### src/rtl/wave_pkg.sv
// Shared definitions for the sawtooth generator / meter pair.
// Holds the default sample width, the default period-counter width with its
// saturation value, and the meter FSM state encoding.
package wave_pkg;

    localparam int DATA_W_DEF = 16;
    localparam int CNT_W_DEF  = 24;

    localparam logic [CNT_W_DEF-1:0] CNT_MAX = {CNT_W_DEF{1'b1}};

    typedef enum logic [1:0] {
        IDLE    = 2'd0,
        SYNC    = 2'd1,
        MEASURE = 2'd2
    } state_e;

endpackage

### src/rtl/wrap_detect.sv
// Wrap detector for a sawtooth sample stream.
// Keeps the previously accepted sample and flags a wrap whenever the current
// valid sample sits at least DROP_MIN below it.
// Ports:
//   clk, rst_n      clock, asynchronous active-low reset
//   clear           synchronous clear of the stored sample
//   accept          current sample is consumed by the meter (updates prev)
//   sample_valid    sample strobe
//   sample          incoming unsigned sample
//   wrap            combinational wrap flag for the current sample
module wrap_detect
    import wave_pkg::*;
#(
    parameter int DATA_W   = DATA_W_DEF,
    parameter int DROP_MIN = 2
) (
    input  logic              clk,
    input  logic              rst_n,
    input  logic              clear,
    input  logic              accept,
    input  logic              sample_valid,
    input  logic [DATA_W-1:0] sample,
    output logic              wrap
);

    logic [DATA_W-1:0] prev_q;
    logic [DATA_W-1:0] prev_d;
    logic [DATA_W:0]   drop;

    always_comb begin
        prev_d = prev_q;
        if (clear) begin
            prev_d = '0;
        end else if (accept) begin
            prev_d = sample;
        end
    end

    always_ff @(posedge clk or negedge rst_n) begin
        if (!rst_n) begin
            prev_q <= '0;
        end else begin
            prev_q <= prev_d;
        end
    end

    // One extra bit so the subtraction never wraps; the sample < prev term
    // keeps rising or flat steps from being seen as drops.
    assign drop = {1'b0, prev_q} - {1'b0, sample};
    assign wrap = sample_valid && (sample < prev_q) && (drop >= (DATA_W+1)'(DROP_MIN));

endmodule

### src/rtl/sawtooth_wave_meter.sv
// Sawtooth wave meter: measures period (in samples), peak and trough of each
// complete sawtooth cycle delimited by two wraps.
// Ports:
//   clk, rst_n      clock, asynchronous active-low reset
//   ena             measurement enable; low returns to IDLE and drops lock
//   clear           synchronous clear of results and state
//   sample_valid    sample strobe
//   sample          incoming unsigned sample
//   period          samples in last complete cycle
//   peak, trough    max / min sample in last complete cycle
//   meas_valid      one-cycle pulse when results update
//   locked          a full cycle has been measured without overflow
//   overflow        sticky period-counter saturation flag
module sawtooth_wave_meter
    import wave_pkg::*;
#(
    parameter int DATA_W     = DATA_W_DEF,
    parameter int CNT_W      = CNT_W_DEF,
    parameter int DROP_MIN   = 2,
    parameter int MIN_PERIOD = 4
) (
    input  logic              clk,
    input  logic              rst_n,
    input  logic              ena,
    input  logic              clear,
    input  logic              sample_valid,
    input  logic [DATA_W-1:0] sample,
    output logic [CNT_W-1:0]  period,
    output logic [DATA_W-1:0] peak,
    output logic [DATA_W-1:0] trough,
    output logic              meas_valid,
    output logic              locked,
    output logic              overflow
);

    localparam logic [CNT_W-1:0] CntSat = {CNT_W{1'b1}};
    localparam logic [CNT_W-1:0] MinCnt = CNT_W'(MIN_PERIOD);

    state_e            state_q, state_d;
    logic [CNT_W-1:0]  count_q, count_d;
    logic [DATA_W-1:0] runMax_q, runMax_d;
    logic [DATA_W-1:0] runMin_q, runMin_d;
    logic [CNT_W-1:0]  period_q, period_d;
    logic [DATA_W-1:0] peak_q, peak_d;
    logic [DATA_W-1:0] trough_q, trough_d;
    logic              measValid_q, measValid_d;
    logic              locked_q, locked_d;
    logic              overflow_q, overflow_d;
    logic              wrap;
    logic              accept;

    // A sample dropped by clear or arriving while disabled never reaches prev.
    assign accept = sample_valid && ena && !clear;

    wrap_detect #(
        .DATA_W   (DATA_W),
        .DROP_MIN (DROP_MIN)
    ) u_wrap_detect (
        .clk          (clk),
        .rst_n        (rst_n),
        .clear        (clear),
        .accept       (accept),
        .sample_valid (sample_valid),
        .sample       (sample),
        .wrap         (wrap)
    );

    always_comb begin
        state_d     = state_q;
        count_d     = count_q;
        runMax_d    = runMax_q;
        runMin_d    = runMin_q;
        period_d    = period_q;
        peak_d      = peak_q;
        trough_d    = trough_q;
        measValid_d = 1'b0;
        locked_d    = locked_q;
        overflow_d  = overflow_q;

        if (clear) begin
            state_d    = IDLE;
            count_d    = '0;
            runMax_d   = '0;
            runMin_d   = '0;
            period_d   = '0;
            peak_d     = '0;
            trough_d   = '0;
            locked_d   = 1'b0;
            overflow_d = 1'b0;
        end else if (!ena) begin
            state_d  = IDLE;
            locked_d = 1'b0;
        end else if (sample_valid) begin
            case (state_q)
                IDLE: begin
                    state_d = SYNC;
                end
                SYNC: begin
                    if (wrap) begin
                        state_d  = MEASURE;
                        count_d  = CNT_W'(1);
                        runMax_d = sample;
                        runMin_d = sample;
                    end
                end
                MEASURE: begin
                    // Wraps closer than MIN_PERIOD to the last one are glitches
                    // and fall through to the ordinary accumulate path.
                    if (wrap && (count_q >= MinCnt)) begin
                        period_d    = count_q;
                        peak_d      = runMax_q;
                        trough_d    = runMin_q;
                        measValid_d = 1'b1;
                        locked_d    = 1'b1;
                        count_d     = CNT_W'(1);
                        runMax_d    = sample;
                        runMin_d    = sample;
                    end else begin
                        count_d = count_q + 1'b1;
                        if (sample > runMax_q) begin
                            runMax_d = sample;
                        end
                        if (sample < runMin_q) begin
                            runMin_d = sample;
                        end
                        // Reaching the top of the counter abandons this cycle;
                        // published results are left untouched.
                        if (count_d == CntSat) begin
                            overflow_d = 1'b1;
                            locked_d   = 1'b0;
                            state_d    = SYNC;
                        end
                    end
                end
                default: begin
                    state_d = IDLE;
                end
            endcase
        end
    end

    always_ff @(posedge clk or negedge rst_n) begin
        if (!rst_n) begin
            state_q     <= IDLE;
            count_q     <= '0;
            runMax_q    <= '0;
            runMin_q    <= '0;
            period_q    <= '0;
            peak_q      <= '0;
            trough_q    <= '0;
            measValid_q <= 1'b0;
            locked_q    <= 1'b0;
            overflow_q  <= 1'b0;
        end else begin
            state_q     <= state_d;
            count_q     <= count_d;
            runMax_q    <= runMax_d;
            runMin_q    <= runMin_d;
            period_q    <= period_d;
            peak_q      <= peak_d;
            trough_q    <= trough_d;
            measValid_q <= measValid_d;
            locked_q    <= locked_d;
            overflow_q  <= overflow_d;
        end
    end

    assign period     = period_q;
    assign peak       = peak_q;
    assign trough     = trough_q;
    assign meas_valid = measValid_q;
    assign locked     = locked_q;
    assign overflow   = overflow_q;

endmodule

### config.mk
export PLATFORM = sky130hd
export DESIGN_NAME = sawtooth_wave_meter
export DESIGN_NICKNAME = d
export VERILOG_FILES = /design/src/rtl/wave_pkg.sv /design/src/rtl/wrap_detect.sv /design/src/rtl/sawtooth_wave_meter.sv
export SDC_FILE = /design/constraint.sdc
export NUM_CORES = 1
export LEC_CHECK = 0
export CORE_AREA = 10 10 127 129
export CTS_BUF_LIST = sky130_fd_sc_hd__clkbuf_4
export CTS_CLUSTER_SIZE = 14
export DETAILED_ROUTE_END_ITERATION = 7
export DIE_AREA = 0 0 137 139
export MAX_ROUTING_LAYER = met4
export PLACE_DENSITY = 0.82
export SYNTH_ARGS = -nofsm -noshare
export SYNTH_HDL_FRONTEND = slang
export SYNTH_SLANG_ARGS = --single-unit
### constraint.sdc
create_clock -name clk -period 4.6 [get_ports clk]
set_clock_uncertainty 0.15 [all_clocks]
set_input_delay 0.69 -clock clk [delete_from_list [all_inputs] [get_ports clk]]
set_output_delay 0.69 -clock clk [all_outputs]
set_load 0.02 [all_outputs]
==> results of run 1 <==
kinds of logic (layout without fill, tap and decap cells):
group	after synthesis	in the layout	share of synthesized area, %
AO/OA/AOI/OAI	175	175	14.2
XOR/XNOR	11	11	1.20
adder cells (fa/ha/maj)	51	51	8.03
buffers and inverters	108	211	5.34
flip-flops	133	133	41.4
multiplexers	90	90	11.2
AND/OR/NAND/NOR	313	313	18.6
cell type report:
| type | instances | area (µm²) | area share [%] |
|---|---|---|---|
| multi-input cells | 640 | 4300 | 45.0 |
| flip-flops and latches | 133 | 3330 | 34.8 |
| repair buffers | 120 | 1140 | 12.0 |
| well taps | 180 | 225 | 2.36 |
| inverters | 59 | 221 | 2.32 |
| clock inverters | 14 | 205 | 2.15 |
| clock buffers | 18 | 135 | 1.41 |
worst max path at each step:
stage | startpoint | endpoint | slack (ps) | cells after the start
global route | sample[0] | count_q[11] | 410 | 12
floorplan | sample[0] | period[10] | 990 | 13
CTS | sample[0] | count_q[11] | 580 | 12
detailed placement | sample[0] | count_q[17] | -6 | 12
finish | sample[0] | count_q[11] | 550 | 12
global placement | sample[0] | count_q[23] | -50 | 12
sequential cells by signal, summed over array words and instances (netlist names):
| register | count |
|---|---|
| trough | 16 |
| overflow | 1 |
| peak | 16 |
| meas_valid | 1 |
| runMax_q | 16 |
| locked | 1 |
| u_wrap_detect.prev_q | 16 |
| state_q | 2 |
| count_q | 24 |
| period | 24 |
| runMin_q | 16 |
cells in the final DEF, fill, tap and decap left out, drive strengths merged, types with 9 or more instances in the layout:
cell type and instances:
dfrtp 133, nor2 105, nand2 91, mux2i 90, clkdlybuf4s50 77, inv 60, ha 50, a21oi 43
buf 43, a31oi 33, o21ai 28, nand3 25, nand4 18, clkbuf 18, a21o 14, and3 12
o211ai 11, xnor2 9
cell usage after synthesis (18+ instances only):
master and number:
inv_1 58, mux2i_1 90, a21oi_1 43, o21ai_0 24
nand4_1 18, clkbuf_1 31, nand3_1 25, nor2_1 105
dfrtp_1 133, nand2_1 91, ha_1 50, a31oi_1 33
where the power goes:
part           leakage (nW)  switching [mW]  internal, mW
Combinational          1.97           0.167         0.103
Clock                 0.181           0.440         0.489
Sequential             1.85         0.00476          1.18
routing by layer:
layer	vias to the layer above	share of wire (%)	GRT usage, %
li1	3316	-	-
met1	3364	45	30.0
met2	202	48	36.0
met3	37	5.2	4.96
met4	0	2.0	6.66
met5	-	0	-
per-stage QoR:
stage	std cells	setup WS, ps	util, %
floorplan	881	989	-
global placement	1132	-46.6	67.4
detailed placement	1132	-5.89	67.4
CTS	1164	584	69.9
global route	1164	406	69.9
finish	1164	552	69.9
critical path, cell delays in order:
cell,delay [ps]
clkdlybuf4s50_1,430
ha_1,260
fa_1,400
nand2b_1,210
a2bb2oi_1,200
o2111ai_1,130
a2111oi_0,400
nand4_1,230
nor4_4,460
a21o_2,300
or3b_2,460
a31oi_1,190
==> impl_metrics.py, run 1 <==
metrics = {
    "sta": {
        "hold_violations": 0,
        "rsz0062_at_grt": "no",
        "slew_violations": 0,
        "whs_ps": 76.4,
        "worst_pin_slew_ps": 947,
        "finalCritPeriodShare_pct": 88.0,
        "finalCriticalPeriod_ps": 4050,
        "maxSlewHeadroom_pct": 36.8,
        "finalSetupViolations": 0,
        "max_freq_mhz": 247,
        "fin_setup_tns_ps": 0,
    },
    "clock_network": {
        "cts_setup_buffers": 0,
        "clkSlewWorstSetupHoldPaths_ps": 110,
        "clock_sinks": 133,
        "insertion_delay_ps": 560,
        "ctsRootBufferMaster": "clkbuf_4",
        "cts_made_buffers": 17,
        "holdBufCountCts": 0,
        "clock_path_buffers": 2,
        "cts_tree": "built",
        "htreeDepth": 4,
        "post_cts_resized": 0,
    },
    "final_layout": {
        "n_antenna_cell": 0,
        "drive_above_1_share_pct": 8.74,
        "fin_nets": 1043,
        "area_growth_pct": 18.9,
        "fillerInstances": 1071,
        "design_area_mm2": 0.00956,
    },
    "detailed_routing": {
        "drt_iter0_markers": 669,
        "wl_per_cell_um": 18.1,
        "via_per_inst": 5.94,
        "wl_um": 21100,
        "drt_pass1_iterations": 5,
        "drc": 0,
        "vias": 6919,
        "postRouteAntennaNets": 0,
    },
    "synth": {
        "syn_area_per_cell_um2": 9.12,
        "yosys.area.top_type": "dfrtp_1",
        "yosysWarnings": 0,
        "synth_edf_count": 0,
        "syn_area_mm2": 0.00804,
        "yosysTopAreaCellShare_pct": 41.4,
        "netlist_instances": 881,
        "ys_ff_latch": 133,
        "ys_top_cells_by_area": "dfrtp_1 41%, mux2i_1 11%, ha_1 7.8%",
        "syn_nets": 953,
        "async_flop_share_pct": 100,
        "synth.distinct_cells": 64,
        "synth_top_flop_cell": "dfrtp_1",
        "synth.yosys.seq_area_share_pct": 41.4,
    },
    "placed_design": {
        "port_buffers": 79,
        "placed_area_mm2": 0.00922,
        "gp_congestion": 1.03,
        "hpwl_um": 15100,
    },
    "power": {
        "power.density_mw_per_mm2": 249,
        "p_leak_nw": 4.00,
        "ir_worst_vdd_uv": 175,
        "power_mw": 2.38,
    },
    "global_route": {
        "grt_pass1_wl_um": 34900,
        "grt_pass1_vias": 6707,
        "grt_max_degree": 106,
        "antenna_found_initial": 0,
        "gr-usage-all-layers_pct": 23.3,
        "gr-total-overflow": 0,
    },
    "floorplan": {
        "rows": 43,
        "fp.dieW_um": 137,
        "die_h_um": 139,
        "ios": 80,
        "core_area_mm2": 0.0137,
        "start_util_pct": 58.8,
        "dieArea_mm2": 0.0190,
    },
    "worst_setup_path": {
        "crit_path_end_kind": "flip-flop",
        "critPathKind": "input pin to flip-flop",
        "rrSetupSlack_ps": 760,
        "start_kind": "input pin",
        "worstPathRequired_ps": 4930,
        "cp_max_fo": 11,
        "reg2regPathDepth": 12,
        "r2r_start": "u_wrap_detect.prev_q[0]",
        "cp_data_arrival_time_ps": 4370,
        "r2r_end": "count_q[11]",
    },
    "run_status": {
        "outcome": "complete, no violations",
    },
    "min_path": {
        "hold_class": "input pin to asynchronous set/reset pin",
    },
    "run": {
        "max_cap_violations": 0,
    },
}
Power figures use the tool's default switching activity.
==> run 2, diff against run 1 <==
Settings changed: TNS_END_PERCENT set to 10.
==> results of run 2 <==
Same layout as run 1: the final DEF is identical, and so are final timing and power.
==> run 3, diff against run 2 <==
Settings changed: RECOVER_POWER set to 25.
==> impl_metrics.py, run 3 (synthesis results as in run 1) <==
metrics = {
    "run_status": {
        "outcome": "finished, violations left",
        "violations": "max-capacitance violations, max-slew violations",
    },
    "clock_network": {
        "htreeDepth": 4,
        "insertion_delay_ps": 560,
        "cts_made_buffers": 17,
        "post_cts_resized": 0,
        "cts_setup_buffers": 0,
        "cts_tree": "built",
        "clock_path_buffers": 2,
        "holdBufCountCts": 0,
        "clock_sinks": 133,
        "ctsRootBufferMaster": "clkbuf_4",
        "clkSlewWorstSetupHoldPaths_ps": 120,
    },
    "worst_setup_path": {
        "slowest_delay_ps": 470,
        "start_kind": "input pin",
        "crit_chain": "clkdlybuf4s50_1 > ha_1 > fa_1 > nand2b_1 > a2bb2oi_1 > o2111ai_1 > a2111oi_0 > nand4_1 > nor4_4 > a21o_2 > or3b_2 > a31oi_1",
        "cp_slowest_cell": "or3b_2",
        "cp_data_arrival_time_ps": 4380,
        "worstPathRequired_ps": 4920,
        "reg2regPathDepth": 12,
        "cp_max_fo": 11,
        "crit_buf_inv": 1,
        "critPathKind": "input pin to flip-flop",
        "crit_path_end_kind": "flip-flop",
        "crit_cells": 12,
        "critPathTopFamily": "simple AND/OR/NAND/NOR gates",
    },
    "power": {
        "ir_worst_vdd_uv": 175,
        "p_leak_nw": 4.00,
        "p_sw_uw": 611,
        "switching_share_pct": 25.7,
        "power.density_mw_per_mm2": 249,
        "p_int_mw": 1.77,
        "p_clk_share_pct": 39.0,
        "pwr-share-seq_pct": 49.6,
        "p_comb_share_pct": 11.4,
    },
    "detailed_routing": {
        "via_per_inst": 5.99,
        "drc": 0,
        "vias": 6978,
        "drt_iter0_markers": 672,
        "drt_pass1_iterations": 6,
        "postRouteAntennaNets": 0,
        "wl_per_cell_um": 18.1,
        "wl_um": 21100,
    },
    "sta": {
        "fin_ws_ps": 545,
        "maxSlewHeadroom_pct": -70.7,
        "worst_pin_slew_ps": 2560,
        "finalCritPeriodShare_pct": 88.2,
        "slew_violations": 106,
        "rsz0062_at_grt": "no",
        "fin_setup_tns_ps": 0,
        "hold_violations": 0,
        "max_freq_mhz": 247,
        "finalCriticalPeriod_ps": 4060,
        "finalSetupViolations": 0,
    },
    "global_route": {
        "grt_max_degree": 106,
        "antenna_found_initial": 0,
        "grt_pass1_wl_um": 34900,
        "gr-total-overflow": 0,
        "grt_pass1_vias": 6707,
        "gr-usage-all-layers_pct": 23.3,
    },
    "final_layout": {
        "final_common_cell": "dfrtp_1",
        "area_growth_pct": 18.8,
        "seq_area_mm2": 0.00333,
        "drive_above_1_share_pct": 8.74,
        "multi_input_area_mm2": 0.00430,
        "fin_util_pct": 69.9,
        "n_antenna_cell": 0,
        "final_cell_mix": "133 x dfrtp_1, 104 x nor2_1, 91 x nand2_1",
        "fin_nets": 1043,
        "fillerInstances": 1072,
    },
    "placed_design": {
        "gp_congestion": 1.03,
        "port_buffers": 79,
        "hpwl_um": 15100,
        "pre_cts_slack_ps": -5.89,
    },
    "floorplan": {
        "fp.dieW_um": 137,
        "core_area_mm2": 0.0137,
        "ios": 80,
        "start_util_pct": 58.8,
        "rows": 43,
        "die_h_um": 139,
        "dieArea_mm2": 0.0190,
    },
    "run": {
        "max_cap_violations": 1,
    },
    "min_path": {
        "hold_class": "input pin to flip-flop",
        "hold_path_depth": 2,
    },
}
-- run 3: cell count changes in the layout (fill, tap and decap cells not counted) --
cell / delta
buf_6: -1
clkbuf_2: +1
-- run 3: through the flow --
| step | hold WS (ps) | power [mW] | cells | instance area [µm²] |
|---|---|---|---|---|
| 2_1_floorplan | 244 | 1.35 | 881 | 8040 |
| 3_3_place_gp | 351 | 1.47 | 1132 | 9220 |
| 3_5_place_dp | 353 | 1.47 | 1132 | 9220 |
| 4_1_cts | 102 | 2.39 | 1164 | 9560 |
| 5_1_grt | 226 | 2.48 | 1164 | 9550 |
| 6_report | 253 | 2.38 | 1164 | 9550 |
-- run 3: area by class of cell --
class / count / area share (%)
clock buffer: 18 / 1.42
clock inverter: 14 / 2.15
inverter: 59 / 2.32
multi-input combinational: 640 / 45.0
sequential: 133 / 34.9
tap: 180 / 2.36
timing repair buffer: 120 / 11.9
-- run 3: path summary, 6_finish.rpt --
check / start / end / slack (ps)
hold reg to reg: overflow / overflow / 380
min in group asynchronous: rst_n / trough[8] / 760
setup / recovery: sample[0] / count_q[11] / 540
hold / removal: clear / u_wrap_detect.prev_q[12] / 250
setup reg to reg: u_wrap_detect.prev_q[0] / count_q[11] / 750
max in group asynchronous: rst_n / count_q[3] / 2040
-- run 3: metal layers --
layer / vias up / wire, µm / share of wire, % / GRT usage [%]
met2: 223 / 10100 / 48 / 36.0
met3: 37 / 1070 / 5.1 / 4.96
li1: 3318 / - / - / -
met4: 0 / 426 / 2.0 / 6.66
met5: - / 0 / 0 / -
met1: 3400 / 9510 / 45 / 30.0
-- run 3: power by group through the flow --
stage          logic [mW]  registers, mW  clock network (mW)
3_3_place_gp        0.267           1.20                   0
3_5_place_dp        0.267           1.20                   0
4_1_cts             0.270           1.18               0.943
2_1_floorplan       0.148           1.20                   0
6_report            0.270           1.18               0.928
5_1_grt             0.301           1.18               0.994
